## config.mk

```make
export PLATFORM = sky130hd
export DESIGN_NAME = snax_tcdm_rr_arbiter
export DESIGN_NICKNAME = d
export VERILOG_FILES = /design/src/rtl/snax_tcdm_rr_arbiter.sv
export SDC_FILE = /design/constraint.sdc
export NUM_CORES = 1
export LEC_CHECK = 0
export CAP_MARGIN = 20
export CORE_AREA = 5 5 234 236
export CTS_BUF_LIST = sky130_fd_sc_hd__clkbuf_16
export CTS_CLUSTER_DIAMETER = 120
export DETAILED_ROUTE_END_ITERATION = 12
export DIE_AREA = 0 0 239 241
export MAX_ROUTING_LAYER = met4
export PLACE_DENSITY = 0.47
export SKIP_CTS_REPAIR_TIMING = 1
export SLEW_MARGIN = 5
export SYNTH_ARGS = -nofsm -noshare
export SYNTH_HDL_FRONTEND = slang
export SYNTH_SLANG_ARGS = --single-unit
```

## constraint.sdc

```tcl
create_clock -name clk_i -period 3.9 [get_ports clk_i]
set_input_delay 0.78 -clock clk_i [delete_from_list [all_inputs] [get_ports clk_i]]
set_output_delay 0.78 -clock clk_i [all_outputs]
set_load 0.02 [all_outputs]
```

## src/rtl/snax_tcdm_rr_arbiter.sv

```systemverilog
// snax_tcdm_rr_arbiter
//   Round-robin arbiter that funnels NumReq HWPE request streams onto one
//   shared TCDM port. Requests pass through combinationally. A presented but
//   stalled request is locked until it is accepted. Each accepted request
//   records its requester index in a route FIFO so that the in-order TCDM
//   responses can be steered back to the requester that issued them.
//
// Ports
//   clk_i, rst_ni        clock, async active-low reset
//   req_q_*_i / _o       per-requester request channel (valid/ready/addr/write/data)
//   req_p_valid_o        one-hot response strobe to the owning requester
//   req_p_data_o         response data, broadcast to all requesters
//   tcdm_q_*             shared TCDM request channel (strb tied all-ones)
//   tcdm_p_*             TCDM response channel, in request order
//   busy_o               a request is locked or responses are outstanding
//   err_o                sticky: a response arrived with nothing outstanding
//
// state | meaning
// IDLE  | no request locked; arbitrate among valid requesters
// LOCK  | winner presented but not yet accepted; hold it, no re-arbitration
module snax_tcdm_rr_arbiter #(
  parameter int unsigned NumReq         = 3,
  parameter int unsigned AddrWidth      = 48,
  parameter int unsigned DataWidth      = 64,
  parameter int unsigned MaxOutstanding = 8
) (
  input  logic                                 clk_i,
  input  logic                                 rst_ni,
  input  logic [NumReq-1:0]                    req_q_valid_i,
  output logic [NumReq-1:0]                    req_q_ready_o,
  input  logic [NumReq-1:0][AddrWidth-1:0]     req_q_addr_i,
  input  logic [NumReq-1:0]                    req_q_write_i,
  input  logic [NumReq-1:0][DataWidth-1:0]     req_q_data_i,
  output logic [NumReq-1:0]                    req_p_valid_o,
  output logic [DataWidth-1:0]                 req_p_data_o,
  output logic                                 tcdm_q_valid_o,
  input  logic                                 tcdm_q_ready_i,
  output logic [AddrWidth-1:0]                 tcdm_q_addr_o,
  output logic                                 tcdm_q_write_o,
  output logic [DataWidth-1:0]                 tcdm_q_data_o,
  output logic [DataWidth/8-1:0]               tcdm_q_strb_o,
  input  logic                                 tcdm_p_valid_i,
  input  logic [DataWidth-1:0]                 tcdm_p_data_i,
  output logic                                 busy_o,
  output logic                                 err_o
);

  localparam int unsigned IdxW = (NumReq > 1) ? $clog2(NumReq) : 1;
  localparam int unsigned PtrW = (MaxOutstanding > 1) ? $clog2(MaxOutstanding) : 1;
  localparam int unsigned CntW = PtrW + 1;

  typedef enum logic {IDLE, LOCK} state_e;

  state_e          state_q;
  logic [IdxW-1:0] ptr_q, lock_idx_q;
  logic [IdxW-1:0] rr_idx, win_idx, next_ptr, cand;
  logic            rr_found;

  logic [IdxW-1:0] fifo_q [MaxOutstanding];
  logic [PtrW-1:0] wr_ptr_q, rd_ptr_q;
  logic [CntW-1:0] cnt_q, cnt_d;
  logic            full, empty, accept, push, pop;
  logic            err_q;

  // First valid requester at or after ptr_q, wrapping.
  always_comb begin
    rr_idx   = '0;
    rr_found = 1'b0;
    cand     = '0;
    for (int unsigned k = 0; k < NumReq; k++) begin
      cand = IdxW'((32'(ptr_q) + k) % NumReq);
      if (!rr_found && req_q_valid_i[cand]) begin
        rr_idx   = cand;
        rr_found = 1'b1;
      end
    end
  end

  // Full/empty come from the registered count: a pop in the same cycle does
  // not free a slot for a grant until the next cycle.
  assign full  = (cnt_q == CntW'(MaxOutstanding));
  assign empty = (cnt_q == '0);

  assign win_idx  = (state_q == LOCK) ? lock_idx_q : rr_idx;
  assign next_ptr = (win_idx == IdxW'(NumReq - 1)) ? '0 : win_idx + 1'b1;

  // Gated by rst_ni so the request channel is silent while reset is held,
  // even if requesters keep their valids up.
  assign tcdm_q_valid_o = rst_ni & ((state_q == LOCK) | (rr_found & ~full));
  assign accept         = tcdm_q_valid_o & tcdm_q_ready_i;
  assign req_q_ready_o  = accept ? (NumReq'(1) << win_idx) : '0;

  assign tcdm_q_addr_o  = req_q_addr_i[win_idx];
  assign tcdm_q_write_o = req_q_write_i[win_idx];
  assign tcdm_q_data_o  = req_q_data_i[win_idx];
  assign tcdm_q_strb_o  = '1;

  assign push = accept;
  assign pop  = tcdm_p_valid_i & ~empty;

  assign req_p_valid_o = pop ? (NumReq'(1) << fifo_q[rd_ptr_q]) : '0;
  assign req_p_data_o  = tcdm_p_data_i;

  assign busy_o = (state_q == LOCK) | ~empty;
  assign err_o  = err_q;

  always_ff @(posedge clk_i or negedge rst_ni) begin
    if (!rst_ni) begin
      state_q    <= IDLE;
      ptr_q      <= '0;
      lock_idx_q <= '0;
    end else begin
      case (state_q)
        IDLE: begin
          if (accept) begin
            ptr_q <= next_ptr;
          end else if (tcdm_q_valid_o) begin
            state_q    <= LOCK;
            lock_idx_q <= win_idx;
          end
        end
        LOCK: begin
          if (accept) begin
            state_q <= IDLE;
            ptr_q   <= next_ptr;
          end
        end
        default: state_q <= IDLE;
      endcase
    end
  end

  always_comb begin
    cnt_d = cnt_q;
    case ({push, pop})
      2'b10:   cnt_d = cnt_q + 1'b1;
      2'b01:   cnt_d = cnt_q - 1'b1;
      default: cnt_d = cnt_q;
    endcase
  end

  always_ff @(posedge clk_i or negedge rst_ni) begin
    if (!rst_ni) begin
      wr_ptr_q <= '0;
      rd_ptr_q <= '0;
      cnt_q    <= '0;
      err_q    <= 1'b0;
    end else begin
      if (push) wr_ptr_q <= wr_ptr_q + 1'b1;
      if (pop)  rd_ptr_q <= rd_ptr_q + 1'b1;
      cnt_q <= cnt_d;
      if (tcdm_p_valid_i && empty) err_q <= 1'b1;
    end
  end

  // Route storage needs no reset: entries are only read behind the count.
  always_ff @(posedge clk_i) begin
    if (push) fifo_q[wr_ptr_q] <= win_idx;
  end

endmodule

```

[Yosys cells after proc, flatten, opt, wreduce, memory -nomap -nowiden]
Memories as Yosys holds them, arrays and structs flattened.
Index checks and enable logic that the tools add are counted.
Storage, ports and cells
  register bits: 16
  latch bits: 0
  memory bits (writable): 16
  bits in read-only memories: 0
  bits of input ports: 410
  output and inout port bits: 194
  word-level logic and storage cells: 76
  memories kept: 1
Memories
  fifo_q: words 8, bits a word 2, read ports 1, clocked after Yosys merged registers in 0, wr ports 1, RTL line 59  | logic [IdxW-1:0] fifo_q [MaxOutstanding];
Cells by class
  $add $sub $neg: 7
  multipliers: 0
  div/mod/pow operators: 3
  magnitude comparators: 4
  equality and inequality tests: 4
  shift operators: 2
  multiplexer cells: 30
  bitwise logic cells: 10
  reduce and logical (&&, ||, !) cells: 8
Operator list (count)
  $bmux W64 S2: 1
  $bmux W48 S2: 1
  $mod A32 B2 Y32 const B: 2
  $mux W64: 1
  $mux W48: 1
  $mod A2 B2 Y32 const B: 1
  $lt A2 B3 Y1 const B: 4
  $mux W1: 12
  $mux W2: 6
  $bmux W1 S2: 4
  $pmux W4 S2: 1
  $add A3 B1 Y3 const B: 2
  $mux W3: 2
  $shl A1 B2 Y3 const A: 2
  $add A4 B1 Y4 const B: 1
  $and A1 B1 Y1: 4
  $eq A2 B2 Y1 const B: 2
  $eq A4 B4 Y1 const B: 1
  $logic_not A4 Y1: 1
  $not A1 Y1: 4
  $sub A4 B1 Y4 const B: 1
  $add A2 B1 Y3 const B: 1
  $add A2 B2 Y3 const B: 1
  $logic_and A1 B1 Y1: 3
  7 further kinds: 9

[Logic depth before layout (Yosys ltp)]
  word-level depth: 16
  depth in mapped cells: 16
  depth with buffers taken out: 15

[Worst setup path after synthesis]
Ideal clock, no wire load.
  path type: register to register
  start point: register ptr_q[0]
  end point: register cnt_q[2]
  library setup time: 125 ps
  arrival time: 3163 ps
  data required time: 3775 ps
  path slack: 612 ps
  cell stages (with the launch flop): 17
  buffers on the path: 1
  period minus slack after synthesis: 3288 ps
  cell sequence: dfrtp_1 inv_1 ha_1 nand2_1 o22ai_2 nor4_1 nor2_1 and2_1 buf_2 clkinv_1 ha_1 xor2_1 ha_1 a21oi_1 xor2_1 nor2_1 xor2_1
On the way
  longest elaborated chain between the ends: 16
  elaborated cells between the ends (all ways): 26
  classes of those cells: add/sub: 2; div: 3; eq/ne: 2; mux: 10; bitwise: 4; reduce/logical: 5
Ends and longest elaborated chain
  start, declared: RTL line 55  | logic [IdxW-1:0] ptr_q, lock_idx_q;
  start signal, assigned: RTL line 116  | ptr_q <= next_ptr;
  start signal, assigned: RTL line 125  | ptr_q <= next_ptr;
  branches (longest 9 deep; another with $mod A32 B2 Y32)
  $mux W1 (*): RTL line 72  | if (!rr_found && req_q_valid_i[cand]) begin
  $and A1 B1 Y1 (*): RTL line 89  | assign tcdm_q_valid_o = rst_ni & ((state_q == LOCK) | (rr_found & ~full));
  $or A1 B1 Y1 (*): RTL line 89
  $and A1 B1 Y1 (*): RTL line 89
  via tcdm_q_valid_o: RTL line 36  | output logic tcdm_q_valid_o,
  $and A1 B1 Y1 (*): RTL line 90  | assign accept = tcdm_q_valid_o & tcdm_q_ready_i;
  $eq A2 B1 Y1 or $eq A2 B2 Y1 (tied branches): RTL line 135  | case ({push, pop})
  $pmux W4 S2 or $reduce_bool A2 Y1 (tied branches)
  end signal, assigned: RTL line 151  | cnt_q <= cnt_d;
  end, declared: RTL line 61  | logic [CntW-1:0] cnt_q, cnt_d;
Mark *: on every way through the listed nets, which the timed path passes. The select of a mux whose other input is x is not followed.
A chain may end at the register's enable or synchronous reset.

[Worst setup path in the final report]
  start point: register ptr_q[1]
  end point: output port tcdm_q_data_o[3]
On the way
  longest elaborated chain between the ends: 13
  elaborated cells between the ends (all ways): 23
  classes of those cells: add/sub: 2; div: 3; mux: 14; reduce/logical: 4
Ends and longest elaborated chain
  branches (longest 9 deep; another with $mod A32 B2 Y32)
  $mux W2 (*): RTL line 72
  $mux W2 (*): RTL line 84  | assign win_idx = (state_q == LOCK) ? lock_idx_q : rr_idx;
  $bmux W64 S2 (*): RTL line 95  | assign tcdm_q_data_o = req_q_data_i[win_idx];
  $mux W64 (implied by the code) (*): RTL line 95
  end, declared: RTL line 40  | output logic [DataWidth-1:0] tcdm_q_data_o,
Mark *: on every way between the ends. The select of a mux whose other input is x is not followed.

==> results by stage <==
Outcome:
- The run finished with clean final reports.

Critical path:
- In this run the worst setup path terminates at tcdm_q_data_o[3].
- The minimum setup slack among reg-to-reg paths is ~0.6 ns.
- The startpoint class of the critical path is a register.
- The number of cells on the worst reg-to-reg path is 18.
- The top fanout value on the critical path is 6.
- The critical path class is register to output port.
- STA puts the critical path data required time at between 3 and 4 ns.
- In this run the critical register-to-register path is launched from ptr_q[1].
- STA puts the critical path data arrival time at roughly 3.1 ns.
- In this run the critical register-to-register path is captured at cnt_q[2].
- The worst setup path startpoint is ptr_q[1].
- The capturing element type of the critical path is an output port.

Synth:
- Averaged over all synthesized cells, the footprint is about 9.4 um^2.
- The synthesized netlist occupies a cell area of around 0.0046 mm^2.
- The register area share after synthesis is between 10% and 20%.
- After synthesis, the netlist uses 47 different library cells.
- The Yosys step of the flow raised 0 warnings.
- The synthesized design contains 32 register bits.
- The gate count of the mapped netlist is 492.
- Sorting the synthesized cells by area gives the leading types as mux2i_1, o2bb2ai_1, buf_4.
- Of the post-synthesis cell area, the dominant cell type holds 25.2%.
- The synthesized design spends more area on one cell type than any other, namely mux2i_1.

Min path:
- In this run the worst hold path is classified as register to register.

Timing:
- The number of max-slew violations in the final report is 0.
- Of the available clock period, the critical path in the final layout requires 98.3%.
- The tightest slew margin relative to the limit is between 60 and 70%.
- For the finished layout, the period the worst path requires is between 3 and 4 ns.
- The number of failing hold endpoints at the final stage was 0.
- Setup violations remaining at the end of the flow were counted as 0.
- On the final layout, the worst clock skew is approximately 0.0053 ns.
- The measured slew at the worst slew-check pin is between 0.5 and 0.6 ns.
- The achievable clock frequency is 0.261 GHz.
- Setup repair after global routing could not meet its margin everywhere.

Clock network:
- The library cell used as clock root buffer is clkbuf_16.
- Clock tree synthesis inserted a total of 5 buffers.
- The clock sink count is 32.
- The H-tree was split into 2 levels.
- TritonCTS built the clock tree.
- The clock reaches the later pin of the worst-skew pair after approximately 0.27 ns.
- The maximum number of buffers from clock root to sink is 2.
- The CTS clock-pin slew for the worst setup and hold paths is around 0.050 ns.

Pwr:
- Power spread over the standard cell area amounts to around 1200 mW/mm^2.
- IR analysis of the VDD net gives a maximum drop of roughly 0.56 mV.
- In this run the static leakage power is between 4 and 5 nW.

Drt:
- For this run, the detailed router's first-pass iteration total came to 4.
- The post-detailed-route wirelength per cell is ~20 um.
- The total wire length is ~32,000 um.
- After detailed routing, the number of vias per cell comes to 3.52.
- The detailed router placed slightly below 6,000 vias in this run.
- After detailed routing, the number of remaining DRC violations is 0.
- The detail route stage leaves a number of antenna-violating nets equal to 0.
- The violation count after the first detailed-routing iteration is roughly 110.

Place:
- The total placed cells including tap cells is about 1,600.
- The final estimated routing congestion in global placement is approximately 0.78.
- The count of buffers added on input and output ports is between 400 and 500.
- The detailed-placement wirelength estimate is between 20,000 and 30,000 um.

Floorplanning:
- The number of placed I/O pins is approximately 600.
- In this run the horizontal extent of the chip is between 200 and 250 um.
- The core outline area is roughly 0.052 mm^2.
- In this run the core area contains 84 standard-cell rows.
- The die covers roughly 0.058 mm^2.
- The effective utilization at floorplan is between 8 and 9%.
- In this run the vertical extent of the chip is about 240 um.

Final layout:
- The end-of-flow core utilization is ~22%.
- The growth of design area from synthesis to finish is 144%.
- The library cell used most frequently in the layout, excluding fill and tap cells, is clkdlybuf4s50_1.
- Once layout is complete, the cells apart from fillers number about 1,600.
- Leaving out fill and tap cells, the most frequent cells in the layout are clkdlybuf4s50_1, mux2i_1, o2bb2ai_1, buf_4, dlymetal6s2s_1.
- At the end of the flow, the number of nets in the layout was 1,371.
- The fraction of layout cells with a size suffix above 1 is a little under a quarter.

Global route:
- Entering global routing, the biggest net connects 33 pins.
- The number of global-route vias before repair is slightly above 6,000.
- The leftover overflow at the end of global routing is 0.
- The first-pass GRT wire length is 42,000 um.
- The number of antenna violations at the first check in global routing is 3.
- The global router's overall resource usage is 10.2%.

Run:
- The tool flagged a number of max-cap violations equal to 0.
-- cell families (layout without fill, tap and decap cells) --
group,Yosys count,in the layout,synth area share [%]
flops,32,32,19.0
buf+inv,122,576,17.1
mux,126,126,28.4
other cells,1,11,0.0807
fa+ha+maj,9,9,2.42
xor+xnor,9,9,1.70
compound gates,136,136,24.8
simple gates,57,57,6.47
-- area by class of cell --
class	instances	area (um^2)
multi-input combinational	345	3350
clock buffer	5	125
inverter	9	33.8
sequential	32	882
clock inverter	3	12.5
timing repair buffer	559	6050
antenna	3	7.51
tap	688	861
fill	5692	40900
-- flip-flops by register name, summed over array words and instances, names as in the netlist, named ones only --
signal	cells
rd_ptr_q	3
wr_ptr_q	3
err_o	1
cnt_q	4
lock_idx_q	2
fifo_q	16
ptr_q	2
-- critical path, stage by stage, from the launching register on --
cell and delay [ns]:
dfrtp_2 0.45, buf_6 0.13, ha_4 0.16, mux2i_2 0.16, o22ai_2 0.27, nor4b_4 0.25, a21oi_2 0.10, mux2i_4 0.21
buf_6 0.17, buf_12 0.14, buf_6 0.15, mux2i_1 0.19, o2bb2ai_1 0.11, buf_4 0.15, buf_12 0.13
-- routing by layer --
layer / track usage [%] / up-vias / share of wire [%]
met5: - / - / 0
met4: 2.89 / 0 / 3.4
met3: 4.45 / 50 / 10
met2: 17.3 / 325 / 49
met1: 10.8 / 2667 / 37
li1: - / 2739 / -
-- how the worst min path moves through the flow --
stage,from,end,depth (start not counted)
finish,err_o,err_o,1
global route,err_o,err_o,1
CTS,err_o,err_o,1
detailed placement,err_o,err_o,1
global placement,err_o,err_o,1
floorplan,cnt_q[3],cnt_q[3],1
-- per-stage QoR --
step	instance area [um^2]	hold slack (ns)	TNS [ns]	total power, W	setup slack, ns
floorplan	4670	0.463	0	0.00578	0.612
global placement	10500	0.439	-30.96	0.0123	-0.425
detailed placement	10500	0.454	-31.37	0.0123	-0.435
CTS	10600	0.465	-31.90	0.0127	-0.434
global route	11300	0.496	-1.57	0.0140	-0.0819
finish	11300	0.458	0	0.0132	0.0671
-- where the power goes --
part	total, W	switching (W)	internal, W
clock network	0.000357	0.000127	0.000230
logic	0.0122	0.00609	0.00613
registers	0.000647	0.000141	0.000505
-- cells in the mapped netlist, drive strengths merged --
library cell	count
nor4bb	1
clkbuf	20
inv	8
edfxtp	16
a21oi	3
dfrtp	16
and2	3
o32ai	1
o22ai	4
nand2	22
a21boi	1
a21o	2
buf	93
nand3b	1
nor4b	2
nand4bb	1
a2bb2oi	1
nor3	5
o31ai	1
nand3	1
and3	2
a22oi	1
o2bb2ai	113
nor4	3
o21ai	6
a211oi	2
nor3b	2
mux2	4
or3	1
clkinv	1
ha	9
xor2	4
xnor2	5
nand2b	4
nor2b	2
nor2	7
o211ai	1
conb	1
mux4	4
mux2i	118
Power figures use the tool's default switching activity.
